--- config.mk ---
export PLATFORM = sky130hd
export DESIGN_NAME = mse_metric_acc_flat
export DESIGN_NICKNAME = d
export VERILOG_FILES = /design/src/rtl/mse_metric_acc_pkg.sv /design/src/rtl/mse_metric_acc_if.sv /design/src/rtl/mse_metric_acc_err_sq_pipe.sv /design/src/rtl/mse_metric_acc.sv /design/src/flat_wrapper.sv
export SDC_FILE = /design/constraint.sdc
export NUM_CORES = 1
export LEC_CHECK = 0
export ABC_AREA = 1
export ABC_CLOCK_PERIOD_IN_PS = 6100
export CORE_MARGIN = 2
export CORE_UTILIZATION = 41
export DETAILED_ROUTE_END_ITERATION = 8
export PLACE_DENSITY = 0.65
export REMOVE_ABC_BUFFERS = 1
export SLEW_MARGIN = 25
export SYNTH_ARGS = -nofsm -noshare
export SYNTH_HDL_FRONTEND = slang
export SYNTH_SLANG_ARGS = --single-unit
--- constraint.sdc ---
create_clock -name clk -period 6.1 [get_ports clk]
set_input_delay 1.22 -clock clk [delete_from_list [all_inputs] [get_ports clk]]
set_output_delay 1.22 -clock clk [all_outputs]
set_load 0.05 [all_outputs]
--- src/rtl/mse_metric_acc_pkg.sv ---
// mse_metric_acc_pkg: shared types and width constants for the MSE metric accumulator.
//   Contents: state_t FSM encoding, default W/LOG2N, width helpers for the
//   squared error (SQ_W) and the SSE accumulator (ACC_W).
package mse_pkg;

    typedef enum logic [1:0] {
        IDLE,
        ACCUM,
        DRAIN,
        DONE
    } state_t;

    localparam int W_DEF     = 16;
    localparam int LOG2N_DEF = 10;
    localparam int SQ_W      = 2 * W_DEF;
    localparam int ACC_W     = 2 * W_DEF + LOG2N_DEF;

    // Width helpers for non-default parameterisations.
    function automatic int sq_width(input int w);
        return 2 * w;
    endfunction

    // N squares of at most (2^W-1)^2 each cannot exceed 2*W+LOG2N bits.
    function automatic int acc_width(input int w, input int log2n);
        return 2 * w + log2n;
    endfunction

endpackage

--- src/rtl/mse_metric_acc_if.sv ---
// mse_metric_acc_if: control, sample and result bundle of the MSE metric accumulator.
//   master (sample source): drives start, in_valid, y_ref, y_apx;
//                           sees busy, done, sse, mse, max_abs_err.
//   slave  (accumulator):   the reverse.
interface mse_metric_acc_if #(
    parameter int W     = mse_pkg::W_DEF,
    parameter int LOG2N = mse_pkg::LOG2N_DEF
);
    import mse_pkg::*;

    localparam int SQ_W_L  = sq_width(W);
    localparam int ACC_W_L = acc_width(W, LOG2N);

    logic               start;
    logic               in_valid;
    logic [W-1:0]       y_ref;
    logic [W-1:0]       y_apx;
    logic               busy;
    logic               done;
    logic [ACC_W_L-1:0] sse;
    logic [SQ_W_L-1:0]  mse;
    logic [W-1:0]       max_abs_err;

    modport master (
        output start, in_valid, y_ref, y_apx,
        input  busy, done, sse, mse, max_abs_err
    );

    modport slave (
        input  start, in_valid, y_ref, y_apx,
        output busy, done, sse, mse, max_abs_err
    );

endinterface

--- src/rtl/mse_metric_acc_err_sq_pipe.sv ---
// err_sq_pipe: two-stage |y_ref - y_apx| and squared-error pipeline with valid tracking.
//   Inputs : clk, rstN (async, active-low), in_valid, y_ref/y_apx (W-bit signed).
//   Outputs: abs_err (stage-2 copy of |d|), sq (|d|^2, 2*W bits), out_valid (stage-2 valid).
module err_sq_pipe #(
    parameter int W = 16
) (
    input  logic           clk,
    input  logic           rstN,
    input  logic           in_valid,
    input  logic [W-1:0]   y_ref,
    input  logic [W-1:0]   y_apx,
    output logic [W-1:0]   abs_err,
    output logic [2*W-1:0] sq,
    output logic           out_valid
);

    localparam int SW = 2 * W;

    logic [W:0]    d;
    logic [W:0]    neg;
    logic [W-1:0]  abs_d;
    logic          v1_q;
    logic          v2_q;
    logic [W-1:0]  abs1_q;
    logic [W-1:0]  abs2_q;
    logic [SW-1:0] sq_q;

    // One extra bit keeps the difference exact; |d| <= 2^W-1 always fits W bits.
    assign d     = {y_ref[W-1], y_ref} - {y_apx[W-1], y_apx};
    assign neg   = -d;
    assign abs_d = d[W] ? neg[W-1:0] : d[W-1:0];

    always_ff @(posedge clk or negedge rstN) begin
        if (!rstN) begin
            v1_q   <= 1'b0;
            v2_q   <= 1'b0;
            abs1_q <= '0;
            abs2_q <= '0;
            sq_q   <= '0;
        end else begin
            v1_q <= in_valid;
            v2_q <= v1_q;
            if (in_valid)
                abs1_q <= abs_d;
            if (v1_q) begin
                abs2_q <= abs1_q;
                sq_q   <= SW'(abs1_q) * SW'(abs1_q);
            end
        end
    end

    assign abs_err   = abs2_q;
    assign sq        = sq_q;
    assign out_valid = v2_q;

endmodule

--- src/rtl/mse_metric_acc.sv ---
// mse_metric_acc: windowed SSE / MSE / peak-absolute-error meter for y_apx vs y_ref.
//   clk  : rising-edge clock
//   rstN : asynchronous active-low reset
//   bus  : mse_metric_acc_if.slave -- start/in_valid/y_ref/y_apx in,
//          busy/done/sse/mse/max_abs_err out
module mse_metric_acc
    import mse_pkg::*;
#(
    parameter int W     = W_DEF,
    parameter int LOG2N = LOG2N_DEF
) (
    input  logic clk,
    input  logic rstN,
    mse_metric_acc_if.slave bus
);

    localparam int SQ_W_L  = sq_width(W);
    localparam int ACC_W_L = acc_width(W, LOG2N);
    localparam int CW      = LOG2N + 1;
    localparam logic [CW-1:0] LAST = CW'((1 << LOG2N) - 1);

    state_t              state_q, state_d;
    logic                take_start;
    logic                accept;
    logic                load;
    logic [CW-1:0]       cnt_q;
    logic                s1_q;
    logic [ACC_W_L-1:0]  acc_q;
    logic [ACC_W_L-1:0]  sse_q;
    logic [W-1:0]        max_q;
    logic [W-1:0]        max_abs_q;
    logic [W-1:0]        abs_err;
    logic [SQ_W_L-1:0]   sq;
    logic                sq_valid;

    err_sq_pipe #(.W(W)) u_pipe (
        .clk       (clk),
        .rstN      (rstN),
        .in_valid  (accept),
        .y_ref     (bus.y_ref),
        .y_apx     (bus.y_apx),
        .abs_err   (abs_err),
        .sq        (sq),
        .out_valid (sq_valid)
    );

    always_ff @(posedge clk or negedge rstN) begin
        if (!rstN)
            state_q <= IDLE;
        else
            state_q <= state_d;
    end

    always_comb begin
        state_d = state_q;
        case (state_q)
            IDLE:    if (bus.start) state_d = ACCUM;
            ACCUM:   if (accept && cnt_q == LAST) state_d = DRAIN;
            DRAIN:   if (!s1_q && !sq_valid) state_d = DONE;
            DONE:    state_d = bus.start ? ACCUM : IDLE;
            default: state_d = IDLE;
        endcase
    end

    always_comb begin
        take_start = bus.start && (state_q == IDLE || state_q == DONE);
        accept     = bus.in_valid && state_q == ACCUM;
        load       = state_q == DRAIN && !s1_q && !sq_valid;
        bus.busy   = state_q == ACCUM || state_q == DRAIN;
        bus.done   = state_q == DONE;
    end

    // s1_q mirrors the pipeline's stage-1 valid so DRAIN can see both stages empty.
    always_ff @(posedge clk or negedge rstN) begin
        if (!rstN) begin
            cnt_q     <= '0;
            s1_q      <= 1'b0;
            acc_q     <= '0;
            max_q     <= '0;
            sse_q     <= '0;
            max_abs_q <= '0;
        end else begin
            s1_q <= accept;
            if (take_start) begin
                cnt_q <= '0;
                acc_q <= '0;
                max_q <= '0;
            end else begin
                if (accept)
                    cnt_q <= cnt_q + CW'(1);
                if (sq_valid) begin
                    acc_q <= acc_q + ACC_W_L'(sq);
                    if (abs_err > max_q)
                        max_q <= abs_err;
                end
            end
            if (load) begin
                sse_q     <= acc_q;
                max_abs_q <= max_q;
            end
        end
    end

    // Truncating divide by N is just dropping the low LOG2N bits.
    assign bus.sse         = sse_q;
    assign bus.mse         = sse_q[ACC_W_L-1:LOG2N];
    assign bus.max_abs_err = max_abs_q;

endmodule

--- src/flat_wrapper.sv ---
// flat-port wrapper written by rule: the top's interface ports become plain ports
module mse_metric_acc_flat import mse_pkg::*;
#(
    parameter int W     = W_DEF,
    parameter int LOG2N = LOG2N_DEF
)
  (clk, rstN, bus_start, bus_in_valid, bus_y_ref, bus_y_apx, bus_busy, bus_done, bus_sse, bus_mse, bus_max_abs_err);
  mse_metric_acc_if #(.W(W), .LOG2N(LOG2N)) bus_i ();
  input  logic clk;
  input  logic rstN;
  input wire logic [$bits(bus_i.start)-1:0] bus_start;
  input wire logic [$bits(bus_i.in_valid)-1:0] bus_in_valid;
  input wire logic [$bits(bus_i.y_ref)-1:0] bus_y_ref;
  input wire logic [$bits(bus_i.y_apx)-1:0] bus_y_apx;
  output wire logic [$bits(bus_i.busy)-1:0] bus_busy;
  output wire logic [$bits(bus_i.done)-1:0] bus_done;
  output wire logic [$bits(bus_i.sse)-1:0] bus_sse;
  output wire logic [$bits(bus_i.mse)-1:0] bus_mse;
  output wire logic [$bits(bus_i.max_abs_err)-1:0] bus_max_abs_err;
  assign bus_i.start = bus_start;
  assign bus_i.in_valid = bus_in_valid;
  assign bus_i.y_ref = bus_y_ref;
  assign bus_i.y_apx = bus_y_apx;
  assign bus_busy = bus_i.busy;
  assign bus_done = bus_i.done;
  assign bus_sse = bus_i.sse;
  assign bus_mse = bus_i.mse;
  assign bus_max_abs_err = bus_i.max_abs_err;
  mse_metric_acc #(.W(W), .LOG2N(LOG2N)) u_core (.clk(clk), .rstN(rstN), .bus(bus_i));
endmodule
## Word-level counts from Yosys, hierarchy flattened

Index checks and enable logic that the tools add are counted.

- Reductions and logical operators: 16
- Multiplexer cells: 13
- Equality and inequality tests: 7
- Add/subtract/negate cells: 4
- $lt $le $gt $ge: 1
- $mul: 1

Operators with widths:

| kind | number |
|---|---|
| two-way mux 42 bit | 2 |
| two-way mux 16 bit | 4 |
| adder 42 x 32 -> 42 bit | 1 |
| multiplier 16 x 16 -> 32 bit | 1 |
| two-way mux 11 bit | 2 |
| subtractor 16 x 16 -> 17 bit | 1 |
| greater-than comparator 16 bit | 1 |
| negator 16 bit | 1 |
| adder 11 x 1 -> 11 bit (second input constant) | 1 |
| equality test 11 x 10 -> 1 bit (second input constant) | 1 |
| one-hot mux 2 bit (4 select lines) | 1 |
| logical AND 1 bit | 6 |
| two-way mux 2 bit | 3 |
| nonzero test 2 bit | 3 |
| equality test 2 bit (second input constant) | 2 |
| inequality test 2 x 1 -> 1 bit (second input constant) | 2 |
| AND reduction 3 bit | 1 |
| equality test 2 x 1 -> 1 bit (second input constant) | 1 |
| zero test 1 bit | 2 |
| zero test 2 bit | 1 |
| logical OR 1 bit | 2 |
| inequality test 2 bit (second input constant) | 1 |
| AND reduction 2 bit | 1 |
| two-way mux 1 bit | 1 |

- Input bits: 36
- Word-level logic and storage cells: 53
- Output and inout port bits: 92
- Register bits: 195

## Depth between registers and ports, before layout

Gate-level depths: netlist of the first run.

- Depth after elaboration: 5
- Depth in mapped cells: 27
- Mapped depth without buffers: 25

## Hierarchy

From an unflattened synthesis of the first run, not the netlist that was laid out.

- Cells, all modules: 2690
- Area total of the unflattened synthesis: 19864.1 um^2

Modules (own cells, without submodules):

| module | seq. area each (um^2) | area an instance (um^2) | cells an instance | instances |
|---|---|---|---|---|
| err_sq_pipe | 1601.5 | 11379.7 | 1519 | 1 |
| mse_metric_acc | 3253.1 | 8484.4 | 1171 | 1 |

## Worst setup path before layout of the first run

OpenSTA, ideal clock, no wires.

- Path type: reg-to-reg
- From: reg u_core.u_pipe.abs1_q[15]
- To: reg u_core.u_pipe.sq_q[25] (netlist: u_core.u_pipe.sq[25])
- Setup time: 0.118 ns
- Data required time: 5.982 ns
- Path buffers: 2
- Setup slack: 0.424 ns
- Cell stages (with the launch flop): 22
- Arrival time: 5.558 ns
- Period minus slack after synthesis: 5.676 ns
- Path through: dfrtp_1 > clkbuf_1 > clkbuf_1 > nand2_1 > fa_1 > inv_1 > fa_1 > fa_1 > fa_1 > fa_1 > inv_1 > fa_1 > inv_1 > ha_1 > a21oi_1 > o21ai_0 > a21oi_1 > nand3_1 > a21o_1 > or2_1 > nand3_1 > nand2_1

- Cells in the longest elaborated chain, start to end: 1

RTL lines:

| item | RTL line | text |
|---|---|---|
| start: declaration | mse_metric_acc_err_sq_pipe.sv:24 | `logic [W-1:0] abs1_q;` |
| start signal: assignment | mse_metric_acc_err_sq_pipe.sv:44 | `abs1_q <= abs_d;` |
| multiplier 16 x 16 -> 32 bit | mse_metric_acc_err_sq_pipe.sv:47 | `sq_q <= SW'(abs1_q) * SW'(abs1_q);` |
| end signal: assignment | mse_metric_acc_err_sq_pipe.sv:47 |  |
| end: declaration | mse_metric_acc_err_sq_pipe.sv:26 | `logic [SW-1:0] sq_q;` |

Every way passes these cells.
A chain may end at the register's enable or synchronous reset.

## Worst setup path in the final report of the first run

- From: reg u_core.u_pipe.abs1_q[9]
- To: reg u_core.u_pipe.sq_q[25] (netlist: u_core.u_pipe.sq[25])

Same word-level chain as after synthesis.

==> results_dict.tcl, run 1 <==
set metrics [dict create \
    drive_gt1_frac 0.0527 \
    yosys-mux-area-fraction 0.00699 \
    synth-seq-area-share 0.250 \
    drtIter0Drc 865 \
    rsz0062_at_grt "false" \
    wirelength_um 49700 \
    cts_tree "done" \
    num_antenna_cells 0 \
    synthCells 2572 \
    track_usage 0.207 \
    start_util 0.415 \
    ys_types 51 \
    cp-start-kind "flip-flop" \
    area_growth_pct 12.3 \
    post-route-min-period_ns 5.78 \
    numClockSinks 193 \
    final_nets 3014 \
    chipHeight_um 221 \
    drv_slew 0 \
    avgSynthCellArea_um2 7.52 \
    crit_slowest_cell "fa_1" \
    dr.pass1.iters 4 \
    wl_per_cell_um 15.2 \
    finalSetupViolCount 0 \
    worst_slew_pin_slew_ns 0.953 \
    grt_max_degree 114 \
    final_cell_count_no_fill 3263 \
    synth-compound-area-share 0.108 \
    synth_seq_cells 193 \
    numCtsBuffers 17 \
    io_buffer_count 127 \
    multi_input_area_mm2 0.0121 \
    worst_path_most_repeated_cell "fa_1" \
    fp.dieW_um 221 \
    synth_xor_area_frac 0.0131 \
    core_mm2 0.0466 \
    dp.cells 3225 \
    vias 16230 \
    cp_max_fo 13 \
    fin_ws_ns 0.321 \
    antenna_found_initial 0 \
    cap_violations 0 \
    fin_crit_sh 0.947 \
    async_flop_share 1.00 \
    hp-class "reg -> reg" \
    required_ns 6.47 \
    pin_count 128 \
    worstSetupPathType "reg -> reg" \
    grt_pass1_vias 16296 \
    ys.warnings.count 0 \
    vias_per_cell 4.97 \
    synth_fa_ha_area_frac 0.280 \
    tns_ns 0 \
    mappedNetlistArea_mm2 0.0193 \
    seqCellArea_mm2 0.00485 \
    rows 79 \
    h-tree-depth 4 \
    synth_top_family_by_area "adder cells" \
    critPathCaptureType "flip-flop" \
    worstPathCellList "buf_4, nand2_1, inv_1, ha_1, xor2_1, fa_1, fa_1, fa_1, fa_1, inv_1, fa_1, inv_1, ha_1, a21oi_1, o21ai_0, a21oi_1, nand3_2, a21o_1, or2_1, nand3_1, nand2_1" \
    arrival_ns 6.14 \
    fmax_ghz 0.173 \
    synth_ff_type "dfrtp_1" \
    gr-total-overflow 0 \
    clockBufferDepth 2 \
    die-area_mm2 0.0489 \
    status "finished clean" \
    relSlewSlack 0.365 \
    finalHoldViolations 0 \
    clk_latency_ns 0.47 \
    synthSimpleGateAreaFrac 0.214 \
    cts_hold_buf 0 \
    clk_pin_slew_worst_paths_ns 0.08 \
    grt_pass1_wl_um 82000 \
    cts-root-buf "clkbuf_16" \
    gp_congestion 0.908 \
    skew_ns 0.0164 \
    fillers 4688 \
    ant_nets 0 \
    place_ws_ns 0.0750 \
    synth_edf_count 0 \
    drc 0 \
    place_hpwl_um 40800 \
    max_stage_delay_ns 0.55 \
]
[state kept, by name, summed over array words and instances, names as in the netlist, 2 cells and up]
| register | count |
|---|---|
| u_core.acc_q | 42 |
| u_core.bus.sse | 42 |
| u_core.u_pipe.sq | 30 |
| u_core.bus.max_abs_err | 16 |
| u_core.max_q | 16 |
| u_core.u_pipe.abs1_q | 16 |
| u_core.u_pipe.abs_err | 16 |
| u_core.cnt_q | 11 |
| u_core.state_q | 2 |
[layout by cell type (no fill, tap or decap), drive strengths merged, types with 2 or more instances in the layout]
master	count
clkinvlp	3
o21a	5
o21bai	8
nand2	629
clkbuf	20
fa	164
o31ai	2
xnor2	9
ha	171
nand4	16
a21boi	6
nor3	25
dfrtp	193
inv	520
buf	29
nor4	7
a31o	2
o211ai	4
clkinv	5
mux2	12
nor2	170
nand3b	6
xor2	20
o22ai	14
or2	14
a31oi	5
clkdlybuf4s50	126
a21oi	127
o21ai	195
and2	5
nand3	126
a21o	10
[layout make-up]
type                    count  area share
clock buffers              19      0.0209
clock inverters            13     0.00657
inverters                 516      0.0892
multi-input cells        1759       0.555
flip-flops and latches    193       0.223
well taps                 607      0.0350
repair buffers            156      0.0699
[per-stage QoR]
| stage | util | cell area, µm² | hold slack [ns] |
|---|---|---|---|
| after floorplan | - | 18800 | 0.448 |
| after global placement | 0.452 | 21000 | 0.471 |
| after detailed placement | 0.452 | 21000 | 0.473 |
| after CTS | 0.465 | 21600 | 0.490 |
| after global routing | 0.466 | 21700 | 0.510 |
| final | 0.466 | 21700 | 0.486 |
[cell usage after synthesis, types with 14 or more instances]
cell / instances / area share
nand2_1: 616 / 0.12
fa_1: 164 / 0.17
a21oi_1: 127 / 0.033
inv_1: 507 / 0.098
nor3_1: 23 / 0.0060
nand4_1: 16 / 0.0052
clkbuf_1: 60 / 0.012
o22ai_1: 14 / 0.0045
ha_1: 171 / 0.11
o21ai_1: 18 / 0.0047
dfrtp_1: 193 / 0.25
buf_4: 33 / 0.013
o21ai_0: 173 / 0.045
xor2_1: 20 / 0.0091
nand3_1: 125 / 0.032
nor2_1: 165 / 0.032
[layer usage]
metal | vias up | track usage | wire length, µm
li1 | 8137 | - | -
met4 | 0 | 0.0574 | 1080
met5 | - | 0 | 0
met3 | 55 | 0.0268 | 1950
met1 | 7688 | 0.258 | 21700
met2 | 350 | 0.373 | 25000
[path summary, 6_finish.rpt]
check,slack (ns),from,depth (start not counted),to
worst max-delay path,0.32,u_core.u_pipe.abs1_q[9],21,u_core.u_pipe.sq[25]
worst min-delay path,0.49,u_core.bus.max_abs_err[12],2,u_core.bus.max_abs_err[12]
worst max register to register,0.32,u_core.u_pipe.abs1_q[9],21,u_core.u_pipe.sq[25]
worst min register to register,0.49,u_core.bus.max_abs_err[12],2,u_core.bus.max_abs_err[12]
max in group asynchronous,4.17,rstN,2,u_core.u_pipe.abs1_q[5]
min in group asynchronous,0.75,rstN,1,u_core.bus.sse[12]
[critical path: cells and delay by family (launching register included)]
kind / cells / cell delay, ns
compound gates: 4 / 0.79
xor+xnor: 1 / 0.18
fa+ha+maj: 7 / 3.25
buf+inv: 4 / 0.37
flops: 1 / 0.48
simple gates: 5 / 0.59
[timing repair]
item                       in CTS  in global routing
setup buffers                   0                  6
resized for setup               0                 18
setup endpoints to repair       0                 15
[cell families (layout without fill, tap and decap cells)]
group,Yosys count,in the layout
simple gates,999,999
buf+inv,620,704
compound gates,384,384
fa+ha+maj,335,335
flops,193,193
xor+xnor,29,29
mux,12,12
Power of run 1 is left out: the tool's default activity adds up to more than one toggle a clock period on the data nets, which glitch-free logic cannot reach.
==> run 2: changes to the inputs <==
--- a/config.mk
+++ b/config.mk
@@ -10,7 +10,7 @@
 export CORE_MARGIN = 2
 export CORE_UTILIZATION = 41
 export DETAILED_ROUTE_END_ITERATION = 8
-export PLACE_DENSITY = 0.65
+export PLACE_DENSITY = 0.7
 export REMOVE_ABC_BUFFERS = 1
 export SLEW_MARGIN = 25
 export SYNTH_ARGS = -nofsm -noshare
==> run 2 against run 1 <==
Worst setup slack lost 0.083 ns; cell count down 0.21%; hold slack got worse by 0.0027 ns; count of clock-buffer cells in the layout fell by 1; clock skew grew 0.0012 ns; cell area shrank 0.33%; register-to-register slack worse by 0.08 ns; core utilization down 0.16 points; sequential cell count did not move; highest routed layer unchanged.
==> results_dict.tcl, run 2 (same netlist as run 1, synthesis figures left out) <==
set metrics [dict create \
    clk_latency_ns 0.47 \
    antenna_found_initial 0 \
    gp_congestion 0.896 \
    worstSetupPathType "reg -> reg" \
    fillers 4558 \
    post-route-min-period_ns 5.86 \
    drtIter0Drc 980 \
    cts_hold_buf 0 \
    cp-start-kind "flip-flop" \
    drive_gt1_frac 0.0495 \
    r2r-start "u_core.u_pipe.abs1_q[2]" \
    final_cell_count_no_fill 3256 \
    rows 79 \
    hp-class "reg -> reg" \
    status "finished clean" \
    drv_slew 0 \
    timing.rr.end "u_core.u_pipe.sq[16]" \
    pin_count 128 \
    fin_crit_sh 0.961 \
    finalHoldViolations 0 \
    vias_per_cell 5.04 \
    cp_max_fo 11 \
    h-tree-depth 4 \
    arrival_ns 6.24 \
    final_nets 3007 \
    wl_per_cell_um 15.1 \
    required_ns 6.48 \
    finalSetupViolCount 0 \
    wirelength_um 49300 \
    fp.dieW_um 221 \
    critPathTopFamily "adder cells" \
    tns_ns 0 \
    grt_pass1_vias 16621 \
    relSlewSlack 0.362 \
    numCtsBuffers 17 \
    hold_depth 2 \
    cap_violations 0 \
    start_util 0.415 \
    dr.pass1.iters 7 \
    grt_pass1_wl_um 82800 \
    worstPathCellList "buf_4, nand2_1, inv_1, fa_1, inv_1, fa_1, inv_1, fa_1, fa_1, fa_1, inv_1, fa_1, inv_1, ha_1, nand2_1, nor2_1, inv_1, nor3_2, a21oi_1, or2_2, a31oi_1" \
    clockBufferDepth 2 \
    grt_max_degree 152 \
    layout_commonest_cell "nand2_1" \
    area_growth_pct 11.9 \
    multi_input_area_mm2 0.0121 \
    die-area_mm2 0.0489 \
    place_hpwl_um 40400 \
    io_buffer_count 127 \
    core_mm2 0.0466 \
    track_usage 0.207 \
    vias 16395 \
    num_antenna_cells 0 \
    critPathCaptureType "flip-flop" \
    cts_tree "done" \
    dp.cells 3222 \
    max_stage_delay_ns 0.55 \
    gr-total-overflow 0 \
    chipHeight_um 221 \
    crit_slowest_cell "fa_1" \
    seqCellArea_mm2 0.00485 \
    skew_ns 0.0176 \
    clk_pin_slew_worst_paths_ns 0.08 \
    ant_nets 0 \
    final_cell_mix "nand2_1 (615), inv_1 (506), dfrtp_1 (179)" \
    path_buf_inv 7 \
    rrSetupSlack_ns 0.24 \
    drc 0 \
    fmax_ghz 0.171 \
    rsz0062_at_grt "true" \
    worst_slew_pin_slew_ns 0.954 \
    reg2reg_depth 21 \
    hold_start "u_core.u_pipe.sq[4]" \
    numClockSinks 193 \
    cts-root-buf "clkbuf_16" \
    min_to "u_core.u_pipe.sq[4]" \
]
run 2: cell count changes in the layout (fill, tap and decap cells not counted), sizes merged:
cell and delta:
clkbuf -1, clkinv +2, inv +2, buf -7, clkinvlp -3
run 2: worst max path at each step:
stage,start,to,cells after the start
floorplan,u_core.u_pipe.abs1_q[9],u_core.u_pipe.sq[25],21
CTS,u_core.u_pipe.abs1_q[10],u_core.u_pipe.sq[31],22
finish,u_core.u_pipe.abs1_q[2],u_core.u_pipe.sq[16],21
global placement,u_core.u_pipe.abs1_q[3],u_core.u_pipe.sq[16],20
global route,u_core.u_pipe.abs1_q[10],u_core.u_pipe.sq[29],22
detailed placement,u_core.u_pipe.abs1_q[10],u_core.u_pipe.sq[16],20
run 2: repair_timing:
| item | 4_1_cts | 5_1_grt |
|---|---|---|
| buffers inserted | 0 | 2 |
| gates resized for setup | 1 | 15 |
| endpoints found under the hold margin | 0 | 0 |
| endpoints found under the setup margin | 1 | 14 |
run 2: per-layer routing:
layer	track usage	part of all wire	vias to the layer above
li1	-	-	8126
met1	0.256	0.44	7826
met2	0.373	0.50	367
met3	0.0259	0.037	76
met4	0.0673	0.025	0
met5	0	0	-
run 2: area by class of cell:
cell class,instances,share of cell area
well taps,607,0.0351
clock inverters,14,0.00752
inverters,516,0.0895
clock buffers,18,0.0198
flip-flops and latches,193,0.224
multi-input cells,1759,0.557
repair buffers,149,0.0671
run 2: worst min-delay path: stages (launching register included):
cell and delay (ns):
dfrtp_1 0.36, nand2_1 0.06, nand2_1 0.04
run 2: stage by stage:
stage | utilization | hold slack (ns) | area (µm²) | worst slack [ns]
floorplan | - | 0.448 | 18800 | 0.661
global placement | 0.451 | 0.467 | 21000 | -0.0674
detailed placement | 0.451 | 0.472 | 21000 | -0.00661
CTS | 0.464 | 0.492 | 21600 | 0.111
global route | 0.465 | 0.514 | 21600 | -0.0281
finish | 0.465 | 0.483 | 21600 | 0.239
Power of run 2 is left out for the same reason.
==> run 3: changes to the inputs <==
--- a/config.mk
+++ b/config.mk
@@ -9,6 +9,7 @@
 export ABC_CLOCK_PERIOD_IN_PS = 6100
 export CORE_MARGIN = 2
 export CORE_UTILIZATION = 41
+export CTS_CLUSTER_DIAMETER = 150
 export DETAILED_ROUTE_END_ITERATION = 8
 export PLACE_DENSITY = 0.7
 export REMOVE_ABC_BUFFERS = 1
==> results of run 3 <==
No change in the layout: final DEF, timing and power equal those of run 2.
Power of run 3 is left out for the same reason.
